`src/rtl/fpi2c_sched.sv`:
```
// fpi2c_sched: shares the i2cmaster command slot between host one-shot
// requests and a periodic four-entry scan table, with per-transaction timeout.
module fpi2c_sched #(
    parameter int unsigned TIMEOUT = 200000,
    parameter logic [31:0] IDWORD  = 32'h5343_1001
) (
    input  logic        CLOCK,
    input  logic        RESET,
    input  logic        armwrite,
    input  logic [3:0]  armwaddr,
    input  logic [3:0]  armraddr,
    input  logic [31:0] armwdata,
    output logic [31:0] armrdata,
    output logic        m_wrcmd,
    output logic [63:0] m_command,
    input  logic [63:0] m_status,
    input  logic        m_done,
    output logic        m_clear,
    output logic        irq
);
    localparam logic [1:0] S_IDLE  = 2'd0;
    localparam logic [1:0] S_ISSUE = 2'd1;
    localparam logic [1:0] S_WAIT  = 2'd2;

    logic [1:0]  state_q, state_d;
    logic [63:0] hcmd_q, hcmd_d;
    logic [63:0] hres_q, hres_d;
    logic [63:0] mcmd_q, mcmd_d;
    logic [63:0] tbl_q [4];
    logic [63:0] tbl_d [4];
    logic [63:0] res_q [4];
    logic [63:0] res_d [4];
    logic [23:0] period_q, period_d;
    logic [23:0] pcnt_q, pcnt_d;
    logic [31:0] tcnt_q, tcnt_d;
    logic [3:0]  mask_q, mask_d;
    logic [2:0]  nxt_q, nxt_d;
    logic [1:0]  index_q, index_d;
    logic [1:0]  entry_q, entry_d;
    logic        scanen_q, scanen_d;
    logic        hostie_q, hostie_d;
    logic        tmoie_q, tmoie_d;
    logic        hostpend_q, hostpend_d;
    logic        hostdone_q, hostdone_d;
    logic        tmo_q, tmo_d;
    logic        overrun_q, overrun_d;
    logic        roundpend_q, roundpend_d;
    logic        selhost_q, selhost_d;

    logic        done_ev;
    logic        tmo_ev;
    logic        found;
    logic [1:0]  pick;
    logic        hp_set;
    logic        round_clr;
    logic [23:0] per_m1;
    logic [63:0] fin_res;
    logic [31:0] ctrl;

    assign done_ev = (state_q == S_WAIT) && m_done;
    assign tmo_ev  = (state_q == S_WAIT) && !m_done && (tcnt_q <= 32'd1);
    assign fin_res = done_ev ? m_status : 64'hFFFF_FFFF_FFFF_FFFF;
    assign per_m1  = (period_q == 24'd0) ? 24'd0 : period_q - 24'd1;

    assign m_wrcmd   = (state_q == S_ISSUE);
    assign m_clear   = tmo_ev;
    assign m_command = mcmd_q;
    assign irq       = (hostdone_q & hostie_q) | (tmo_q & tmoie_q);

    assign ctrl = {14'd0, entry_q, 1'b0, (state_q != S_IDLE),
                   tmoie_q, hostie_q, overrun_q, tmo_q, hostdone_q,
                   hostpend_q, mask_q, 3'd0, scanen_q};

    // lowest enabled entry not yet issued in the current round
    always_comb begin
        found = 1'b0;
        pick  = 2'd0;
        for (int i = 3; i >= 0; i--) begin
            if (mask_q[i] && (3'(i) >= nxt_q)) begin
                found = 1'b1;
                pick  = 2'(i);
            end
        end
    end

    always_comb begin
        case (armraddr)
            4'd0:    armrdata = IDWORD;
            4'd1:    armrdata = hcmd_q[31:0];
            4'd2:    armrdata = hcmd_q[63:32];
            4'd3:    armrdata = hres_q[31:0];
            4'd4:    armrdata = hres_q[63:32];
            4'd5:    armrdata = ctrl;
            4'd6:    armrdata = {8'd0, period_q};
            4'd7:    armrdata = {30'd0, index_q};
            4'd8:    armrdata = tbl_q[index_q][31:0];
            4'd9:    armrdata = tbl_q[index_q][63:32];
            4'd10:   armrdata = res_q[index_q][31:0];
            4'd11:   armrdata = res_q[index_q][63:32];
            default: armrdata = 32'hDEAD_BEEF;
        endcase
    end

    always_comb begin
        state_d     = state_q;
        hcmd_d      = hcmd_q;
        hres_d      = hres_q;
        mcmd_d      = mcmd_q;
        tbl_d       = tbl_q;
        res_d       = res_q;
        period_d    = period_q;
        pcnt_d      = pcnt_q;
        tcnt_d      = tcnt_q;
        mask_d      = mask_q;
        nxt_d       = nxt_q;
        index_d     = index_q;
        entry_d     = entry_q;
        scanen_d    = scanen_q;
        hostie_d    = hostie_q;
        tmoie_d     = tmoie_q;
        hostpend_d  = hostpend_q;
        hostdone_d  = hostdone_q;
        tmo_d       = tmo_q;
        overrun_d   = overrun_q;
        roundpend_d = roundpend_q;
        selhost_d   = selhost_q;
        hp_set      = 1'b0;
        round_clr   = 1'b0;

        // W1C clears come first so a same-cycle hardware set wins
        if (armwrite) begin
            case (armwaddr)
                4'd1: hcmd_d[31:0] = armwdata;
                4'd2: begin
                    hcmd_d[63:32] = armwdata;
                    hp_set        = 1'b1;
                end
                4'd5: begin
                    scanen_d = armwdata[0];
                    mask_d   = armwdata[7:4];
                    hostie_d = armwdata[12];
                    tmoie_d  = armwdata[13];
                    if (armwdata[9])  hostdone_d = 1'b0;
                    if (armwdata[10]) tmo_d      = 1'b0;
                    if (armwdata[11]) overrun_d  = 1'b0;
                end
                4'd6: period_d = armwdata[23:0];
                4'd7: index_d  = armwdata[1:0];
                4'd8: tbl_d[index_q][31:0]  = armwdata;
                4'd9: tbl_d[index_q][63:32] = armwdata;
                default: ;
            endcase
        end
        if (hp_set) hostpend_d = 1'b1;

        case (state_q)
            S_IDLE: begin
                if (hostpend_q) begin
                    selhost_d = 1'b1;
                    mcmd_d    = hcmd_q;
                    state_d   = S_ISSUE;
                end else if (roundpend_q && found) begin
                    selhost_d = 1'b0;
                    entry_d   = pick;
                    nxt_d     = {1'b0, pick} + 3'd1;
                    mcmd_d    = tbl_q[pick];
                    state_d   = S_ISSUE;
                end else if (roundpend_q) begin
                    round_clr   = 1'b1;
                    roundpend_d = 1'b0;
                    nxt_d       = 3'd0;
                end
            end
            S_ISSUE: begin
                tcnt_d  = 32'(TIMEOUT);
                state_d = S_WAIT;
            end
            S_WAIT: begin
                tcnt_d = tcnt_q - 32'd1;
                if (done_ev || tmo_ev) begin
                    if (selhost_q) begin
                        hres_d     = fin_res;
                        hostdone_d = 1'b1;
                        hostpend_d = hp_set;
                    end else begin
                        res_d[entry_q] = fin_res;
                    end
                    if (tmo_ev) tmo_d = 1'b1;
                    state_d = S_IDLE;
                end
            end
            default: state_d = S_IDLE;
        endcase

        if (!scanen_q) begin
            pcnt_d      = per_m1;
            roundpend_d = 1'b0;
            nxt_d       = 3'd0;
        end else if (pcnt_q == 24'd0) begin
            pcnt_d = per_m1;
            if (roundpend_q && !round_clr) overrun_d = 1'b1;
            roundpend_d = 1'b1;
        end else begin
            pcnt_d = pcnt_q - 24'd1;
        end
    end

    always_ff @(posedge CLOCK or negedge RESET) begin
        if (!RESET) begin
            state_q     <= S_IDLE;
            hcmd_q      <= '0;
            hres_q      <= '0;
            mcmd_q      <= '0;
            for (int i = 0; i < 4; i++) begin
                tbl_q[i] <= '0;
                res_q[i] <= '0;
            end
            period_q    <= '0;
            pcnt_q      <= '0;
            tcnt_q      <= '0;
            mask_q      <= '0;
            nxt_q       <= '0;
            index_q     <= '0;
            entry_q     <= '0;
            scanen_q    <= 1'b0;
            hostie_q    <= 1'b0;
            tmoie_q     <= 1'b0;
            hostpend_q  <= 1'b0;
            hostdone_q  <= 1'b0;
            tmo_q       <= 1'b0;
            overrun_q   <= 1'b0;
            roundpend_q <= 1'b0;
            selhost_q   <= 1'b0;
        end else begin
            state_q     <= state_d;
            hcmd_q      <= hcmd_d;
            hres_q      <= hres_d;
            mcmd_q      <= mcmd_d;
            tbl_q       <= tbl_d;
            res_q       <= res_d;
            period_q    <= period_d;
            pcnt_q      <= pcnt_d;
            tcnt_q      <= tcnt_d;
            mask_q      <= mask_d;
            nxt_q       <= nxt_d;
            index_q     <= index_d;
            entry_q     <= entry_d;
            scanen_q    <= scanen_d;
            hostie_q    <= hostie_d;
            tmoie_q     <= tmoie_d;
            hostpend_q  <= hostpend_d;
            hostdone_q  <= hostdone_d;
            tmo_q       <= tmo_d;
            overrun_q   <= overrun_d;
            roundpend_q <= roundpend_d;
            selhost_q   <= selhost_d;
        end
    end
endmodule

```
`config.mk`:
```
export PLATFORM = sky130hd
export DESIGN_NAME = fpi2c_sched
export DESIGN_NICKNAME = d
export VERILOG_FILES = /design/src/rtl/fpi2c_sched.sv
export SDC_FILE = /design/constraint.sdc
export NUM_CORES = 2
export LEC_CHECK = 0
export BUFFER_PORTS_ARGS = -buffer_cell sky130_fd_sc_hd__clkbuf_2
export CAP_MARGIN = 40
export CORE_MARGIN = 5
export CORE_UTILIZATION = 45
export DETAILED_ROUTE_END_ITERATION = 10
export GPL_TIMING_DRIVEN = 0
export PLACE_DENSITY_LB_ADDON = 0.05
export SYNTH_ARGS = -nofsm -noshare
export SYNTH_HDL_FRONTEND = slang
export SYNTH_SLANG_ARGS = --single-unit
```
`constraint.sdc`:
```
create_clock -name CLOCK -period 3.6 [get_ports CLOCK]
set_input_delay 0.72 -clock CLOCK [delete_from_list [all_inputs] [get_ports CLOCK]]
set_output_delay 0.72 -clock CLOCK [all_outputs]
set_load 0.05 [all_outputs]
```
* Word-level counts from Yosys, hierarchy flattened
Cells that the tools add are included.
Cells by class: add/sub/neg operators 4, magnitude comparators 10, equal/unequal tests 28, muxes and demuxes 79, bitwise logic cells 8, reductions and logical operators 35
Operator list (count):
- $bwmux W256 | 3
- $mux W64 | 11
- $pmux W256 S2 | 1
- $bmux W64 S2 | 3
- $demux W64 S2 | 3
- $pmux W32 S12 | 1
- $mux W24 | 3
- $pmux W32 S2 | 1
- $logic_not A24 Y1 | 2
- $sub A24 B1 Y24 const B | 2
- $mux W1 | 39
- $le A32 B1 Y1 const B | 1
- $mux W32 | 1
- $sub A32 B1 Y32 const B | 1
- $eq A4 B3 Y1 const B | 7
- $eq A4 B4 Y1 const B | 6
- $reduce_and A2 Y1 | 8
- $mux W3 | 5
- $reduce_and A3 Y1 | 5
- $mux W2 | 7
- $eq A4 B2 Y1 const B | 3
- $logic_and A1 B1 Y1 | 11
- $ge A3 B3 Y1 const B | 3
- $not A2 Y3 | 3
- other kinds (21) | 34
Storage, ports and cells: bits in registers 806, input port bits 108, output and inout port bits 99, word-level logic and storage cells 193

* Depth between registers and ports, before layout
word-level depth 15, mapped depth 9, gate-level depth less buffers 7

* Worst setup path before layout
Ideal clock, no wire load.
path type register -> output, start point register index_q[0], end point output armrdata[17], data arrival time 2.956 ns, data required time 2.880 ns, slack -0.076 ns, cell stages (with the launch flop) 7, buffers on the path 3, path through dfrtp_1 buf_2 buf_1 clkbuf_1 mux4_2 a221oi_1 nand4b_1
On the way: longest elaborated chain between the ends 5, elaborated cells on any way between the ends 8, classes of those cells 7 x mux; 1 x bitwise
RTL lines:
- start, declared | RTL line 38 | logic [1:0] index_q, index_d;
- start signal, assigned | RTL line 246 | index_q <= index_d;
- $not A2 Y3 (implied by the code) *
- $bmux W64 S2 (on tied branches)
- $mux W64 (on tied branches) (2 in a row) | RTL line 99, 97
- $pmux W32 S12 * | RTL line 87 | case (armraddr)
- end, declared | RTL line 13 | output logic [31:0] armrdata,
Every way passes the cells marked *; elsewhere a longest branch is shown, timed or not. The select of a mux whose other input is x is not followed.

* Final worst setup path
start point input armraddr[2], end point output armrdata[19]
On the way: longest elaborated chain between the ends 2, elaborated cells on any way between the ends 13, classes of those cells 11 x eq/ne; 1 x mux; 1 x reduce/logical
RTL lines:
- start, declared | RTL line 11 | input logic [3:0] armraddr,
- $eq A4 B4 Y1, or another cell as far along | RTL line 87
- $pmux W32 S12 * | RTL line 87
Every way passes the cells marked *; elsewhere a longest branch is shown, timed or not.

==> results.yml <==
run_status:
  status: "complete, but fails checks"
  violations: "setup timing"
global_routing:
  grtUsageTotal: 0.318
  grt_pass1_vias: 29344
  grt_max_degree: 115
  antenna_found_initial: 5
  gr-total-overflow: 0
  grt_first_pass_wirelength_microns: 218000
die:
  core-area_sq_um: 88800
  dieArea_sq_um: 95800
  start_util: 0.455
  rows: 109
  die_y_microns: 310
  boundaryPins: 207
  die_w_microns: 310
synth:
  synth_area_sq_um: 40400
  synthXorXnorAreaFrac: 0.0145
  synth_top_family_by_area: "multiplexers"
  syn_nets: 3052
  synthCells: 2935
  ys_seq_area_frac: 0.500
  yosysTopAreaCell: "dfrtp_1"
  ys_top_cells_by_count: "806 x dfrtp_1, 433 x mux2_2, 240 x mux2_4"
  synth_ff_type: "dfrtp_1"
  synth_area_per_cell_sq_um: 13.8
  synth.most_common_cell: "dfrtp_1"
  synth-edff-count: 0
  synthMuxAreaShare: 0.313
  async_flop_share: 1.00
  synth.distinct_cells: 63
  yosys.area_share.simple: 0.0604
  ys_warn_count: 0
  synth.top_cell.area_share: 0.500
  yosys-top-cells-area: "dfrtp_1 50%, mux2_2 12%, mux2_4 8.9%, mux4_2 7.1%, mux2i_1 3.2%"
  synth-seq-cells: 806
  synth_fa_ha_area_frac: 0.00279
  synth_compound_area_frac: 0.0728
setup_path:
  required_ns: 2.88
  cp.arrival_ns: 3.40
  path_cells: "clkbuf_2 -> or2_2 -> clkbuf_1 -> nor2_2 -> clkbuf_4 -> clkbuf_2 -> a22oi_1 -> nand4_1 -> buf_8"
  worst_setup_path_end_kind: "output port"
  cpMaxStageDelayCell: "nand4_1"
  crit_top_cell: "clkbuf_2"
  worstSetupStartpointType: "primary input"
  critPathMaxStageDelay_ns: 0.40
  cp_max_fo: 10
  setup.worst_path.class: "primary input to output port"
  cp_num_buf_inv: 5
  path_delay_family: "buffers and inverters"
clock_network:
  holdBufCountCts: 0
  clk_path_buf_depth: 3
  root_buffer: "clkbuf_16"
  cts_tree: "built"
  htree_num_levels: 3
  clk-insertion-delay-late_ns: 0.68
  cts.sinks: 806
  path_clk_slew_ns: 0.05
  cts_made_buffers: 93
final_layout:
  seq_area_sq_um: 20200
  multi_input_area_sq_um: 19100
  final_area_sq_um: 48800
  area_growth_pct: 20.9
  postLayoutCoreUtil: 0.550
  fin_nets: 3469
  layout-drive-gt1-share: 0.441
  fillers: 7357
timing:
  hold_viol: 0
  setup_slack_ns: -0.524
  min_period_over_period: 1.15
  fmax_mhz: 242
  setup_viol: 32
  tightest_slew_ns: 1.11
  relSlewSlack: 0.262
  slew_viol_final: 0
  tns_ns: -11.51
  period_needed_ns: 4.12
  rsz0062_at_grt: "yes"
  fin_skew_ns: 0.0374
flow_run:
  maxCapViolations: 0
pwr:
  p_leak_nw: 21.8
  irDropWorstVdd_mv: 0.435
  power.total_mw: 33.4
  p_per_area_nw_per_um2: 684
hold_path:
  hold_path_class: "primary input to asynchronous set/reset pin"
detailed_routing:
  routedWlPerCell_microns: 33.5
  drc: 0
  finalWirelength_microns: 154000
  first_pass_iters: 6
  drt_iter0_markers: 2579
  routed_via_density: 6.22
  ant_nets: 0
  vias: 28603
place:
  io_buffer_count: 195
  gp_congestion: 0.946
  dp_hpwl_microns: 115000
  dp_slack_ns: -1.34
  placed_cell_area_sq_um: 43500
==> flip-flops by register name, indices dropped and copies added (netlist names), 24 cells and up <==
signal and flops:
res_q 256, pcnt_q 24, hcmd_q 64, tbl_q 256
tcnt_q 32, m_command 64, hres_q 64, period_q 24
==> final cells by class <==
type                    instances  area share
flip-flops and latches        806       0.413
multi-input cells            1860       0.391
repair buffers                324      0.0612
clock buffers                 139      0.0568
plain buffers                 248      0.0380
well taps                    1165      0.0299
clock inverters                34     0.00830
inverters                      19     0.00146
diodes                          3    0.000154
==> cells by family (layout without fill, tap and decap cells) <==
| family | after synthesis | count (layout) |
|---|---|---|
| compound gates | 419 | 419 |
| xor+xnor | 67 | 67 |
| fa+ha+maj | 9 | 9 |
| simple gates | 435 | 435 |
| mux | 930 | 930 |
| buf+inv | 269 | 764 |
| other cells | 0 | 3 |
| flops | 806 | 806 |
==> power by group <==
| part | switching [mW] | leakage [nW] | internal, mW |
|---|---|---|---|
| sequential | 1.78 | 10.4 | 10.8 |
| clock | 4.00 | 1.57 | 5.89 |
| combinational | 6.42 | 9.81 | 4.52 |
==> metal layers <==
metal	wire (microns)	vias up	share of wire	track usage
met3	10200	271	0.066	0.0561
met1	65100	15273	0.42	0.439
met5	27	-	0.00018	0
li1	-	11920	-	-
met4	7410	4	0.048	0.120
met2	71300	1135	0.46	0.508
==> timing repair <==
action	CTS	global route
endpoints found under the setup margin	157	33
setup buffers	60	25
pin swaps	45	41
resized for setup	253	92
cloned	1	1
==> cells in the final DEF, fill, tap and decap left out, types with 24 or more instances in the layout <==
cell type  instances
or2_2             67
buf_4             57
buf_12            56
buf_8             41
clkbuf_1         143
and3_1            74
clkbuf_16        103
clkbuf_8          36
o22a_1            65
nor2_1            61
buf_1             26
a22oi_1           41
mux2_2           432
mux2_4           241
nor3_1            26
nor4_1            24
clkbuf_2         181
nand2_1           55
o22ai_1           25
xnor2_1           47
a31oi_1           65
buf_6             33
o21ai_0           82
a21oi_1           29
mux4_2           128
mux2i_1          129
dfrtp_1          805
nand4_1           30
==> per-stage QoR <==
| step | hold WS [ns] | cells |
|---|---|---|
| floorplan | 0.424 | 2935 |
| global placement | 0.485 | 4295 |
| detailed placement | 0.489 | 4341 |
| CTS | 0.00239 | 4573 |
| global route | 0.0244 | 4596 |
| finish | 0.0104 | 4598 |
==> worst paths after layout <==
check	from	endpoint	slack [ns]	cells past startpoint
max in group asynchronous	RESET	tbl_q[254]	1.72	4
worst max-delay path	armraddr[2]	armrdata[19]	-0.52	9
worst min register to register	res_q[94]	res_q[94]	0.50	1
worst min-delay path	RESET	tcnt_q[11]	0.01	1
min in group CLOCK	m_status[61]	hres_q[61]	0.29	2
worst max register to register	tcnt_q[19]	res_q[235]	0.13	8
Note: power is estimated with default switching activity, not from simulation.
